## config.mk

```make
export PLATFORM = sky130hd
export DESIGN_NAME = jtcps_dtack_multi
export DESIGN_NICKNAME = d
export VERILOG_FILES = /design/src/rtl/jtcps_dtack_multi.sv
export SDC_FILE = /design/constraint.sdc
export NUM_CORES = 1
export LEC_CHECK = 0
export BUFFER_PORTS_ARGS = -buffer_cell sky130_fd_sc_hd__buf_2
export CORE_ASPECT_RATIO = 2
export CORE_MARGIN = 2
export CORE_UTILIZATION = 30
export DETAILED_ROUTE_END_ITERATION = 10
export GPL_ROUTABILITY_DRIVEN = 0
export PLACE_DENSITY_LB_ADDON = 0.12
export SLEW_MARGIN = 20
export SYNTH_ARGS = -nofsm -noshare
export SYNTH_HDL_FRONTEND = slang
export SYNTH_SLANG_ARGS = --single-unit
```

## constraint.sdc

```tcl
create_clock -name clk -period 4 [get_ports clk]
set_clock_uncertainty 0.05 [all_clocks]
set_input_delay 0.4 -clock clk [delete_from_list [all_inputs] [get_ports clk]]
set_output_delay 0.4 -clock clk [all_outputs]
set_load 0.03 [all_outputs]
```

## src/rtl/jtcps_dtack_multi.sv

```systemverilog
// jtcps_dtack_multi: multi-channel 68000 DTACKn generator with per-channel waits, ok handshake and timeout.
// Define JTCPS_DTACK_RECOVER_EN to add the wait-debt recovery counter and the debt_cnt port.
module jtcps_dtack_multi #(
  parameter int CH  = 4,
  parameter int WW  = 2,
  parameter int TOW = 8,
  parameter int RCW = 4
) (
  input  logic                  clk,
  input  logic                  rstn,
  input  logic                  cen,
  input  logic                  cenb,
  input  logic                  ASn,
  input  logic [CH-1:0]         bus_cs,
  input  logic [CH-1:0]         bus_ok,
  input  logic [CH*WW-1:0]      ch_wait,
  input  logic                  one_wait,
  input  logic                  err_clr,
  output logic                  DTACKn,
  output logic                  busy,
  output logic                  tout_err,
  output logic [$clog2(CH)-1:0] tout_ch
`ifdef JTCPS_DTACK_RECOVER_EN
  ,
  output logic [RCW-1:0]        debt_cnt
`endif
);

  localparam int SW = $clog2(CH);
  localparam int CW = WW + 1;
  localparam logic [TOW-1:0] TLAST = {{(TOW-1){1'b1}}, 1'b0};

  typedef enum logic [1:0] {IDLE, FIXED, OKWAIT, ACK} state_t;

  state_t          r_state;
  logic [SW-1:0]   r_sel;
  logic            r_hit;
  logic [CW-1:0]   r_wcnt;
  logic [TOW-1:0]  r_tcnt;
  logic            r_first;
  logic            r_ok_s;
  logic            r_dtack_n;
  logic            r_busy;
  logic            r_tout_err;
  logic [SW-1:0]   r_tout_ch;
  logic            r_armed;

  logic [SW-1:0]   w_sel;
  logic            w_hit;
  logic [CW-1:0]   w_wait;
  logic [CW-1:0]   w_wcnt;
  logic [CW-1:0]   w_wcnt_eff;
  logic            w_start;

  always_comb begin
    w_sel = '0;
    w_hit = 1'b0;
    for (int i = CH - 1; i >= 0; i--) begin
      if (bus_cs[i]) begin
        w_sel = SW'(i);
        w_hit = 1'b1;
      end
    end
  end

  assign w_wait  = w_hit ? {1'b0, ch_wait[w_sel*WW +: WW]} : '0;
  assign w_wcnt  = w_wait + {{WW{1'b0}}, one_wait};
  // r_armed demands a fresh ASn fall, so a reset mid-access cannot restart the old cycle
  assign w_start = cen && (r_state == IDLE) && !ASn && r_armed;

`ifdef JTCPS_DTACK_RECOVER_EN
  localparam int XW = (RCW > CW) ? RCW : CW;

  logic [RCW-1:0] r_debt;
  logic [RCW-1:0] w_debt_nxt;
  logic [XW-1:0]  w_debt_x;
  logic [XW-1:0]  w_wcnt_x;

  always_comb begin
    w_debt_x = XW'(r_debt);
    w_wcnt_x = XW'(w_wcnt);
    if (w_debt_x >= w_wcnt_x) begin
      w_wcnt_eff = '0;
      w_debt_nxt = RCW'(w_debt_x - w_wcnt_x);
    end else begin
      w_wcnt_eff = CW'(w_wcnt_x - w_debt_x);
      w_debt_nxt = '0;
    end
  end

  always_ff @(posedge clk or negedge rstn) begin
    if (!rstn) begin
      r_debt <= '0;
    end else if (cen) begin
      if (w_start)
        r_debt <= w_debt_nxt;
      else if (r_state == OKWAIT && !r_first && r_debt != '1)
        r_debt <= r_debt + RCW'(1);
    end
  end

  assign debt_cnt = r_debt;
`else
  assign w_wcnt_eff = w_wcnt;
`endif

  always_ff @(posedge clk or negedge rstn) begin
    if (!rstn)
      r_ok_s <= 1'b0;
    else if (cenb)
      r_ok_s <= bus_ok[r_sel];
  end

  always_ff @(posedge clk or negedge rstn) begin
    if (!rstn) begin
      r_state    <= IDLE;
      r_sel      <= '0;
      r_hit      <= 1'b0;
      r_wcnt     <= '0;
      r_tcnt     <= '0;
      r_first    <= 1'b0;
      r_dtack_n  <= 1'b1;
      r_busy     <= 1'b0;
      r_tout_err <= 1'b0;
      r_tout_ch  <= '0;
      r_armed    <= 1'b0;
    end else begin
      if (ASn) r_armed <= 1'b1;
      if (err_clr) r_tout_err <= 1'b0;
      if (cen) begin
        case (r_state)
          IDLE: begin
            if (!ASn && r_armed) begin
              r_armed <= 1'b0;
              r_sel   <= w_sel;
              r_hit   <= w_hit;
              r_wcnt  <= w_wcnt_eff;
              r_tcnt  <= '0;
              r_first <= 1'b1;
              if (w_wcnt_eff != '0) begin
                r_state <= FIXED;
                r_busy  <= 1'b1;
              end else if (w_hit) begin
                r_state <= OKWAIT;
                r_busy  <= 1'b1;
              end else begin
                r_state   <= ACK;
                r_dtack_n <= 1'b0;
              end
            end
          end
          FIXED: begin
            if (ASn) begin
              r_state <= IDLE;
              r_busy  <= 1'b0;
            end else if (r_wcnt == '0) begin
              if (r_hit) begin
                r_state <= OKWAIT;
                r_tcnt  <= '0;
                r_first <= 1'b1;
              end else begin
                r_state   <= ACK;
                r_busy    <= 1'b0;
                r_dtack_n <= 1'b0;
              end
            end else begin
              r_wcnt <= r_wcnt - CW'(1);
            end
          end
          OKWAIT: begin
            r_first <= 1'b0;
            r_tcnt  <= r_tcnt + TOW'(1);
            if (ASn) begin
              r_state <= IDLE;
              r_busy  <= 1'b0;
            end else if (r_ok_s && !r_first) begin
              r_state   <= ACK;
              r_busy    <= 1'b0;
              r_dtack_n <= 1'b0;
            end else if (r_tcnt == TLAST) begin
              // a timeout set overrides a coincident err_clr
              r_state    <= ACK;
              r_busy     <= 1'b0;
              r_dtack_n  <= 1'b0;
              r_tout_err <= 1'b1;
              r_tout_ch  <= r_sel;
            end
          end
          ACK: begin
            if (ASn) begin
              r_state   <= IDLE;
              r_dtack_n <= 1'b1;
            end
          end
          default: r_state <= IDLE;
        endcase
      end
    end
  end

  assign DTACKn   = r_dtack_n | ASn;
  assign busy     = r_busy;
  assign tout_err = r_tout_err;
  assign tout_ch  = r_tout_ch;

endmodule

```

==> results of run 1 <==
[sequential cells by signal (all words and copies together) (netlist names)]
register / cells
r_ok_s: 1
r_dtack_n: 1
busy: 1
r_hit: 1
r_first: 1
r_tcnt: 8
r_wcnt: 3
r_sel: 2
tout_ch: 2
r_state: 2
tout_err: 1
r_armed: 1
[Yosys cell counts, drive strengths merged (3+ instances only)]
| cell type | n | area [µm²] |
|---|---|---|
| a22o | 5 | 43.8 |
| a21oi | 3 | 15.0 |
| ha | 10 | 125 |
| clkbuf | 4 | 15.0 |
| inv | 15 | 56.3 |
| nand3 | 5 | 25.0 |
| mux2 | 5 | 56.3 |
| nor2b | 5 | 31.3 |
| mux4 | 3 | 67.6 |
| or2 | 3 | 18.8 |
| nand2b | 7 | 43.8 |
| o21ai | 15 | 75.1 |
| dfrtp | 23 | 576 |
| nand4 | 3 | 18.8 |
| mux2i | 5 | 50.1 |
| nor3 | 3 | 15.0 |
| nor2 | 4 | 15.0 |
| nand2 | 17 | 63.8 |
[power breakdown]
group | leakage [µW] | switching, µW | internal, µW
Combinational | 0.000481 | 233 | 173
Clock | 0.0000357 | 80.7 | 134
Sequential | 0.000308 | 47.4 | 314
[through the flow]
step	power [µW]	setup slack, ns	hold slack [ns]	instances
2_1_floorplan	672	1.17	0.0544	160
3_3_place_gp	769	0.908	0.384	240
3_5_place_dp	776	0.872	0.384	240
4_1_cts	997	1.14	0.0811	244
5_1_grt	1060	0.967	0.111	244
6_report	981	1.16	0.0548	244
[cell type report]
class                      instances  area share
sequential                        24       0.335
clock inverter                     1      0.0167
inverter                          15      0.0314
multi-input combinational        116       0.478
clock buffer                       3      0.0230
timing repair buffer              27      0.0753
tap                               58      0.0404
[layout by cell type (no fill, tap or decap), types with 5 or more instances in the layout]
cell and instances:
nand2b_1 7, nor2b_1 5, mux2_2 5, ha_1 10, inv_1 15, dfrtp_1 23
nand3_1 5, o21ai_0 15, mux2i_1 5, buf_2 27, nand2_1 17, a22o_1 5
[how the worst max path moves through the flow]
| stage | to | slack (ns) | cells past startpoint |
|---|---|---|---|
| 2_1_floorplan | r_dtack_n | 1.17 | 10 |
| 6_report | r_dtack_n | 1.16 | 11 |
| 4_1_cts | r_dtack_n | 1.14 | 11 |
| 3_3_place_gp | r_dtack_n | 0.91 | 11 |
| 3_5_place_dp | r_dtack_n | 0.87 | 11 |
| 5_1_grt | r_dtack_n | 0.97 | 11 |
[metal layers]
layer,track usage,vias up,wire [µm]
li1,-,624,-
met1,0.176,581,1470
met2,0.188,21,1550
met3,0.0127,2,84
met4,0.0375,0,27
met5,0,-,0
[critical path, stage by stage]
cell      delay, ns
buf_2          0.11
nor2b_1        0.12
o21bai_1       0.28
mux4_2         0.53
nor2b_1        0.14
ha_1           0.20
ha_1           0.29
nor3_1         0.33
a21bo_2        0.19
nand4_1        0.10
mux2_2         0.30
[kinds of logic after synthesis]
kind of cell / Yosys count / share of synthesized area
fa+ha+maj: 10 / 0.0812
compound gates: 39 / 0.176
simple gates: 54 / 0.186
flops: 24 / 0.390
buf+inv: 20 / 0.0536
mux: 13 / 0.113
==> impl_metrics.py, run 1 <==
metrics = {
    "clocking": {
        "cts_setup_buffers": 0,
        "clk_path_buf_depth": 2,
        "cts_buffers": 3,
        "cts_tree": "done",
        "cts_sinks": 24,
        "clk_pin_slew_worst_paths_ns": 0.09,
        "ctsResizeCount": 0,
        "clockRootBuffer": "clkbuf_8",
        "clock_latency_ns": 0.27,
        "htreeDepth": 1,
        "hold_buffers": 0,
    },
    "global_routing": {
        "grt_remaining_overflow": 0,
        "groute.usage.overall": 0.122,
        "antenna_found_initial": 0,
        "grt_max_degree": 25,
        "grt_pass1_vias": 1188,
        "grt_pass1_wl_um": 5420,
    },
    "setup_path": {
        "rr_worst_depth": 7,
        "reg2reg_slack_ns": 1.74,
        "r2r_end": "r_tcnt[7]",
        "path_class": "input pin to register",
        "critPathLaunchType": "input pin",
        "end_kind": "register",
        "critPathLaunch": "bus_cs[3]",
        "crit_required_ns": 4.15,
        "r2r-start": "r_wcnt[0]",
        "cp_max_fo": 3,
        "arrival_ns": 2.99,
    },
    "route": {
        "postRouteAntennaNets": 0,
        "dr.pass1.iters": 6,
        "vias": 1228,
        "viasPerCell": 5.03,
        "wl_per_cell_um": 12.8,
        "drt_iter0_markers": 27,
        "drc": 0,
        "routed_wl_um": 3130,
    },
    "place": {
        "io_buffers": 27,
        "placed_cell_area_um2": 1720,
        "dp_hpwl_um": 2400,
    },
    "yosys": {
        "synth_cell_types": 38,
        "yosys_most_used_dff": "dfrtp_1",
        "netlist_instances": 160,
        "ys_ff_latch": 24,
        "yosysSeqAreaShare": 0.390,
        "synth_fp_nets": 193,
        "async_reset_ff_frac": 1.00,
        "synth-edff-count": 0,
        "avgSynthCellArea_um2": 9.63,
        "syn-cell-area_um2": 1540,
        "yosysWarnings": 0,
    },
    "timing": {
        "tightestPinTransition_ns": 0.654,
        "finalHoldViolCount": 0,
        "post-route-period-util": 0.711,
        "setup_viol": 0,
        "rsz0062_at_grt": "no",
        "tns_ns": 0,
        "slew_viol_final": 0,
        "timing.fmax_mhz": 352,
        "relSlewSlack": 0.560,
        "final.min_clock_period_ns": 2.84,
    },
    "layout": {
        "antenna_cells_inserted": 0,
        "register_area_um2": 602,
        "postLayoutCoreUtil": 0.356,
        "fillers": 517,
        "fin_nets": 220,
        "layout-drive-gt1-share": 0.247,
        "area_delta_synth_final_pct": 16.4,
        "multi_input_area_um2": 857,
        "design_area_um2": 1790,
    },
    "power": {
        "leakage_uw": 0.000824,
        "power.density_nw_per_um2": 547,
        "vdd_drop_max_mv": 0.278,
    },
    "flow_run": {
        "drv_cap": 0,
    },
    "floorplan": {
        "die-area_um2": 5760,
        "die_h_um": 105,
        "io_pins": 28,
        "dieWidth_um": 54.7,
        "start_util": 0.305,
        "rows": 37,
        "coreArea_um2": 5050,
    },
    "min_path": {
        "min_path_type": "input pin to async pin",
    },
    "status": {
        "status": "finished, final reports clean",
    },
}
Note: power is estimated with default switching activity, not from simulation.
==> inputs of run 2 (changes only) <==
--- a/config.mk
+++ b/config.mk
@@ -5,6 +5,7 @@
 export SDC_FILE = /design/constraint.sdc
 export NUM_CORES = 1
 export LEC_CHECK = 0
+export ABC_AREA = 1
 export BUFFER_PORTS_ARGS = -buffer_cell sky130_fd_sc_hd__buf_2
 export CORE_ASPECT_RATIO = 2
 export CORE_MARGIN = 2
==> constraint.sdc (replaced) <==
create_clock -name clk -period 2.35 [get_ports clk]
set_clock_uncertainty 0.05 [all_clocks]
set_input_delay 0.235 -clock clk [delete_from_list [all_inputs] [get_ports clk]]
set_output_delay 0.235 -clock clk [all_outputs]
set_load 0.03 [all_outputs]
==> run 2 against run 1 <==
Against the previous run:
- synthesized cell count grew 50%
- sequential cell count is the same
- sequential power grew 66%
- core utilization grew 0.098 points
- clock power grew 76%
- non-clock buffer count grew 3
- final area grew 12%
- first-iteration DRC count shrank 22%
- critical path type unchanged
- highest routed layer unchanged
==> impl_metrics.py, run 2 <==
metrics = {
    "timing": {
        "tns_ns": 0,
        "post-route-period-util": 0.835,
        "final.min_clock_period_ns": 1.96,
        "slew_viol_final": 0,
        "relSlewSlack": 0.614,
        "timing.fmax_mhz": 510,
        "rsz0062_at_grt": "no",
        "tightestPinTransition_ns": 0.579,
        "setup_viol": 0,
        "finalHoldViolCount": 0,
    },
    "yosys": {
        "yosysSeqAreaShare": 0.346,
        "synth.most_common_cell": "nand2_1",
        "yosys-top-cells-count": "nand2_1, inv_1, nor2_1",
        "syn-cell-area_um2": 1740,
        "yosys-top-cells-area": "dfrtp_1, nand2_1, inv_1, ha_1, nor2_1",
        "avgSynthCellArea_um2": 7.26,
        "yosys_most_used_dff": "dfrtp_1",
        "synth_fp_nets": 273,
        "synth_top_cell_by_area": "dfrtp_1",
        "async_reset_ff_frac": 1.00,
        "yosysWarnings": 0,
        "synth_cell_types": 30,
        "synth_top_area_share": 0.330,
        "synth-edff-count": 0,
        "netlist_instances": 240,
        "ys_ff_latch": 24,
    },
    "setup_path": {
        "end_kind": "register",
        "critPathLaunchType": "input pin",
        "r2r-start": "r_state[1]",
        "critPathLaunch": "bus_cs[2]",
        "cp_max_fo": 5,
        "arrival_ns": 2.10,
        "rr_worst_depth": 9,
        "crit_required_ns": 2.49,
        "critPathCapture": "r_dtack_n",
        "r2r_end": "r_tcnt[3]",
        "path_class": "input pin to register",
        "reg2reg_slack_ns": 0.54,
    },
    "route": {
        "drc": 0,
        "wl_per_cell_um": 11.8,
        "dr.pass1.iters": 4,
        "drt_iter0_markers": 21,
        "wl_met3_um": 48,
        "postRouteAntennaNets": 0,
        "vias": 1519,
        "top_layer": "met4",
        "routed_wl_um": 3930,
        "wl_met1_um": 1500,
        "viasPerCell": 4.58,
        "wl_met2_um": 2260,
    },
    "floorplan": {
        "io_pins": 28,
        "coreArea_um2": 5660,
        "start_util": 0.308,
        "rows": 39,
        "dieWidth_um": 57.9,
        "die_h_um": 112,
        "die-area_um2": 6470,
    },
    "layout": {
        "fin_nets": 305,
        "antenna_cells_inserted": 0,
        "mostFrequentLayoutCells": "nand2_1, inv_1, nor2_1, buf_2, dfrtp_1",
        "area_delta_synth_final_pct": 15.9,
        "fillers": 629,
        "final_cells": 332,
        "layout-drive-gt1-share": 0.225,
        "postLayoutCoreUtil": 0.357,
        "mostFrequentLayoutCell": "nand2_1",
        "reg_top3": "r_tcnt: 8 flops, r_wcnt: 3 flops",
        "regMostFlops": "r_tcnt",
        "largest_register_ffs": 8,
    },
    "global_routing": {
        "grt_remaining_overflow": 0,
        "antenna_found_initial": 0,
        "grt_pass1_vias": 1566,
        "grt_pass1_wl_um": 6930,
        "groute.usage.overall": 0.137,
        "grt_max_degree": 25,
    },
    "min_path": {
        "min_path_type": "input pin to register",
    },
    "status": {
        "status": "finished, final reports clean",
    },
    "flow_run": {
        "drv_cap": 0,
    },
    "power": {
        "leakage_uw": 0.00107,
        "power.density_nw_per_um2": 926,
        "vdd_drop_max_mv": 0.505,
    },
    "place": {
        "dp.cells": 327,
        "io_buffers": 27,
        "dp_hpwl_um": 3230,
    },
    "clocking": {
        "htreeDepth": 1,
        "clock_latency_ns": 0.25,
        "cts_tree": "done",
        "cts_sinks": 24,
        "clk_pin_slew_worst_paths_ns": 0.06,
        "cts_buffers": 3,
        "clk_path_buf_depth": 2,
        "clockRootBuffer": "clkbuf_16",
    },
}
run 2: cell count changes after synthesis, moves of 5 or more:
| cell | before | now |
|---|---|---|
| nand3_1 | 5 | 14 |
| mux2i_1 | 5 | 0 |
| nand2b_1 | 7 | 0 |
| nand2_2 | 0 | 10 |
| a22o_1 | 5 | 0 |
| nor2_1 | 4 | 27 |
| inv_1 | 15 | 34 |
| nor2b_1 | 5 | 0 |
| mux2_2 | 5 | 0 |
| nand2_1 | 17 | 65 |
run 2: logic make-up after synthesis:
kind of cell,count (synthesis),synth area share
AO/OA/AOI/OAI,33,0.110
AND/OR/NAND/NOR,131,0.356
flip-flops,24,0.346
adder cells (fa/ha/maj),10,0.0718
buffers and inverters,39,0.101
XOR/XNOR,3,0.0151
run 2: cell type report:
type                       instances  area, µm²  share of cell area
inverter                          36        138              0.0682
tap                               61       76.3              0.0378
clock buffer                       4       78.8              0.0391
timing repair buffer              30        160              0.0794
sequential                        24        602               0.298
multi-input combinational        177        963               0.477
run 2: worst max-delay path, stage by stage:
cell	delay, ns
buf_2	0.10
inv_1	0.04
nand2_1	0.04
nand2_1	0.12
nand2_1	0.14
nand2_1	0.08
nand2_1	0.05
nand2_1	0.05
a21oi_1	0.06
ha_1	0.17
ha_1	0.28
nor2_1	0.15
nand2_1	0.09
nor2_1	0.14
nor2_1	0.07
nor2_2	0.12
nand2_1	0.06
nand2_1	0.05
nand2_1	0.04
run 2: what timing repair did:
action                                 CTS  global route
buffers inserted                         0             0
resized for setup                        0             0
hold buffers                             1             0
endpoints found under the hold margin   23             0
run 2: per-stage QoR:
step	worst slack, ns	cell area (µm²)	power, µW	hold WS [ns]
after floorplan	0.470	1740	1340	-0.111
after global placement	0.116	1930	1530	0.238
after detailed placement	0.0878	1930	1520	0.223
after CTS	0.358	2020	1910	0.107
after global routing	0.0940	2020	2070	0.123
final	0.389	2020	1870	0.104
run 2: where the power goes:
part | internal (µW) | switching, µW
Sequential | 530 | 70.3
Clock | 232 | 145
Combinational | 315 | 576
Total | 1080 | 792
run 2: how the worst min path moves through the flow:
| stage | start | to | slack, ns | cells after the start |
|---|---|---|---|---|
| final | err_clr | tout_err | 0.10 | 2 |
| after floorplan | rstn | busy | -0.11 | 0 |
| after global routing | err_clr | tout_err | 0.12 | 2 |
| after global placement | rstn | tout_err | 0.24 | 1 |
| after CTS | err_clr | tout_err | 0.11 | 2 |
| after detailed placement | rstn | tout_ch[0] | 0.22 | 1 |
run 2: metal layers:
metal | global-route usage | vias to the layer above
met1 | 0.138 | 687
met3 | 0.0105 | 6
li1 | - | 814
met5 | 0 | -
met2 | 0.267 | 12
met4 | 0.0620 | 0
==> inputs of run 3 (changes only) <==
==> constraint.sdc (replaced) <==
create_clock -name clk -period 1.8 [get_ports clk]
set_clock_uncertainty 0.05 [all_clocks]
set_input_delay 0.18 -clock clk [delete_from_list [all_inputs] [get_ports clk]]
set_output_delay 0.18 -clock clk [all_outputs]
set_load 0.03 [all_outputs]
==> run 3 against run 2 <==
Against the previous run:
- clock power up 32%
- first-iteration DRC count decreased by 14%
- sequential share of layout area shrank 2.0 points
- critical path depth down 3
- sequential cell count unchanged
- critical path type unchanged
==> impl_metrics.py, run 3 (same netlist as run 2, synthesis figures left out) <==
metrics = {
    "setup_path": {
        "path_class": "input pin to register",
        "critPathLaunchType": "input pin",
        "crit_required_ns": 1.90,
        "end_kind": "register",
        "cp_max_fo": 5,
        "reg2reg_slack_ns": 0.16,
        "arrival_ns": 1.79,
    },
    "global_routing": {
        "antenna_found_initial": 0,
        "grt_remaining_overflow": 0,
        "groute.usage.overall": 0.136,
        "grt_pass1_vias": 1656,
        "grt_pass1_wl_um": 6980,
        "grt_max_degree": 25,
    },
    "status": {
        "status": "finished, final reports clean",
    },
    "place": {
        "pre_cts_slack_ns": -0.270,
        "dp_hpwl_um": 3390,
        "dp.cells": 340,
        "io_buffers": 27,
        "placed_cell_area_um2": 2030,
    },
    "timing": {
        "final.min_clock_period_ns": 1.69,
        "setup_viol": 0,
        "tightestPinTransition_ns": 0.579,
        "worst_slack_ns": 0.110,
        "relSlewSlack": 0.614,
        "timing.fmax_mhz": 592,
        "hold_ws_ns": 0.0368,
        "rsz0062_at_grt": "yes",
        "finalHoldViolCount": 0,
        "post-route-period-util": 0.939,
        "slew_viol_final": 0,
    },
    "layout": {
        "antenna_cells_inserted": 0,
        "final_cells": 345,
        "largest_register_ffs": 8,
        "layout-drive-gt1-share": 0.299,
        "design_area_um2": 2170,
        "fin_nets": 318,
        "fillers": 638,
        "regMostFlops": "r_tcnt",
        "reg_top3": "r_tcnt: 8 flops, r_wcnt: 3 flops",
        "area_delta_synth_final_pct": 24.4,
        "mostFrequentLayoutCells": "nand2_1, inv_1, buf_2, nor2_1, dfrtp_1",
        "mostFrequentLayoutCell": "nand2_1",
    },
    "route": {
        "drc": 0,
        "drt_iter0_markers": 18,
        "routed_wl_um": 4080,
        "dr.pass1.iters": 2,
        "vias": 1580,
        "viasPerCell": 4.58,
        "postRouteAntennaNets": 0,
        "wl_per_cell_um": 11.8,
    },
    "clocking": {
        "cts_sinks": 24,
        "cts_setup_buffers": 0,
        "clockRootBuffer": "clkbuf_16",
        "htreeDepth": 1,
        "cts_tree": "done",
        "clk_path_buf_depth": 2,
        "cts_buffers": 3,
        "clk_pin_slew_worst_paths_ns": 0.06,
        "clock_latency_ns": 0.26,
    },
    "floorplan": {
        "die-area_um2": 6470,
        "die_h_um": 112,
        "dieWidth_um": 57.9,
        "coreArea_um2": 5660,
        "start_util": 0.308,
        "rows": 39,
        "io_pins": 28,
    },
    "min_path": {
        "min_path_type": "input pin to register",
    },
    "power": {
        "vdd_drop_max_mv": 0.673,
        "power.density_nw_per_um2": 1190,
        "leakage_uw": 0.00113,
    },
    "flow_run": {
        "drv_cap": 0,
    },
}
run 3: cell count changes in the layout (fill, tap and decap cells not counted):
cell | before | now
buf_4 | 2 | 15
nand2_1 | 65 | 61
ha_1 | 10 | 7
nand2_2 | 10 | 13
a21oi_1 | 7 | 5
a21oi_2 | 0 | 2
ha_2 | 0 | 2
nor2_1 | 27 | 25
ha_4 | 0 | 1
nand2_4 | 4 | 5
nor2_2 | 1 | 2
nor2_4 | 2 | 3
run 3: power by group:
| part | internal, µW | switching (µW) | total, µW |
|---|---|---|---|
| combinational | 509 | 785 | 1290 |
| sequential | 693 | 93.6 | 786 |
| clock | 303 | 196 | 499 |
| total | 1500 | 1070 | 2580 |
run 3: area by class of cell:
| class | instances | area, µm² | share of cell area |
|---|---|---|---|
| Clock buffer | 4 | 78.8 | 0.0364 |
| Inverter | 36 | 138 | 0.0635 |
| Multi-Input combinational cell | 177 | 1010 | 0.468 |
| Sequential cell | 24 | 602 | 0.278 |
| Tap cell | 61 | 76.3 | 0.0352 |
| Timing Repair Buffer | 43 | 258 | 0.119 |
run 3: final timing paths:
path	start	to	cells past startpoint
max	bus_cs[2]	r_state[0]	16
min in group asynchronous	rstn	tout_err	2
min reg2reg	r_dtack_n	r_dtack_n	2
min	err_clr	tout_err	2
max reg2reg	r_wcnt[0]	r_first	11
max in group asynchronous	rstn	r_wcnt[0]	2
run 3: through the flow:
stage | total power (µW) | TNS [ns] | util
2_1_floorplan | 1750 | 0 | -
4_1_cts | 2600 | 0 | 0.375
3_3_place_gp | 2080 | -0.801 | 0.359
3_5_place_dp | 2080 | -0.855 | 0.359
6_report | 2580 | 0 | 0.383
5_1_grt | 2830 | -0.0972 | 0.383
run 3: worst max-delay path, stage by stage:
cell and delay (ns):
buf_2 0.10, inv_1 0.04, nand2_1 0.05, nand2_2 0.12, nand3_1 0.09, nand2_1 0.08
nand2_1 0.06, a21oi_2 0.14, ha_2 0.20, ha_4 0.20, nor2_2 0.08, nand2_2 0.08
nor2_1 0.13, a21oi_1 0.08, nor2_1 0.10, nor2_1 0.05
run 3: what timing repair did:
| action | in CTS | in global routing |
|---|---|---|
| endpoints found under the hold margin | 23 | 0 |
| gates resized for setup | 0 | 11 |
| setup endpoints to repair | 0 | 13 |
| hold buffers | 1 | 0 |
run 3: routing by layer:
metal	track usage	part of all wire
met2	0.292	0.63
met3	0.00697	0.0083
met5	0	0
met1	0.124	0.35
met4	0.0434	0.014
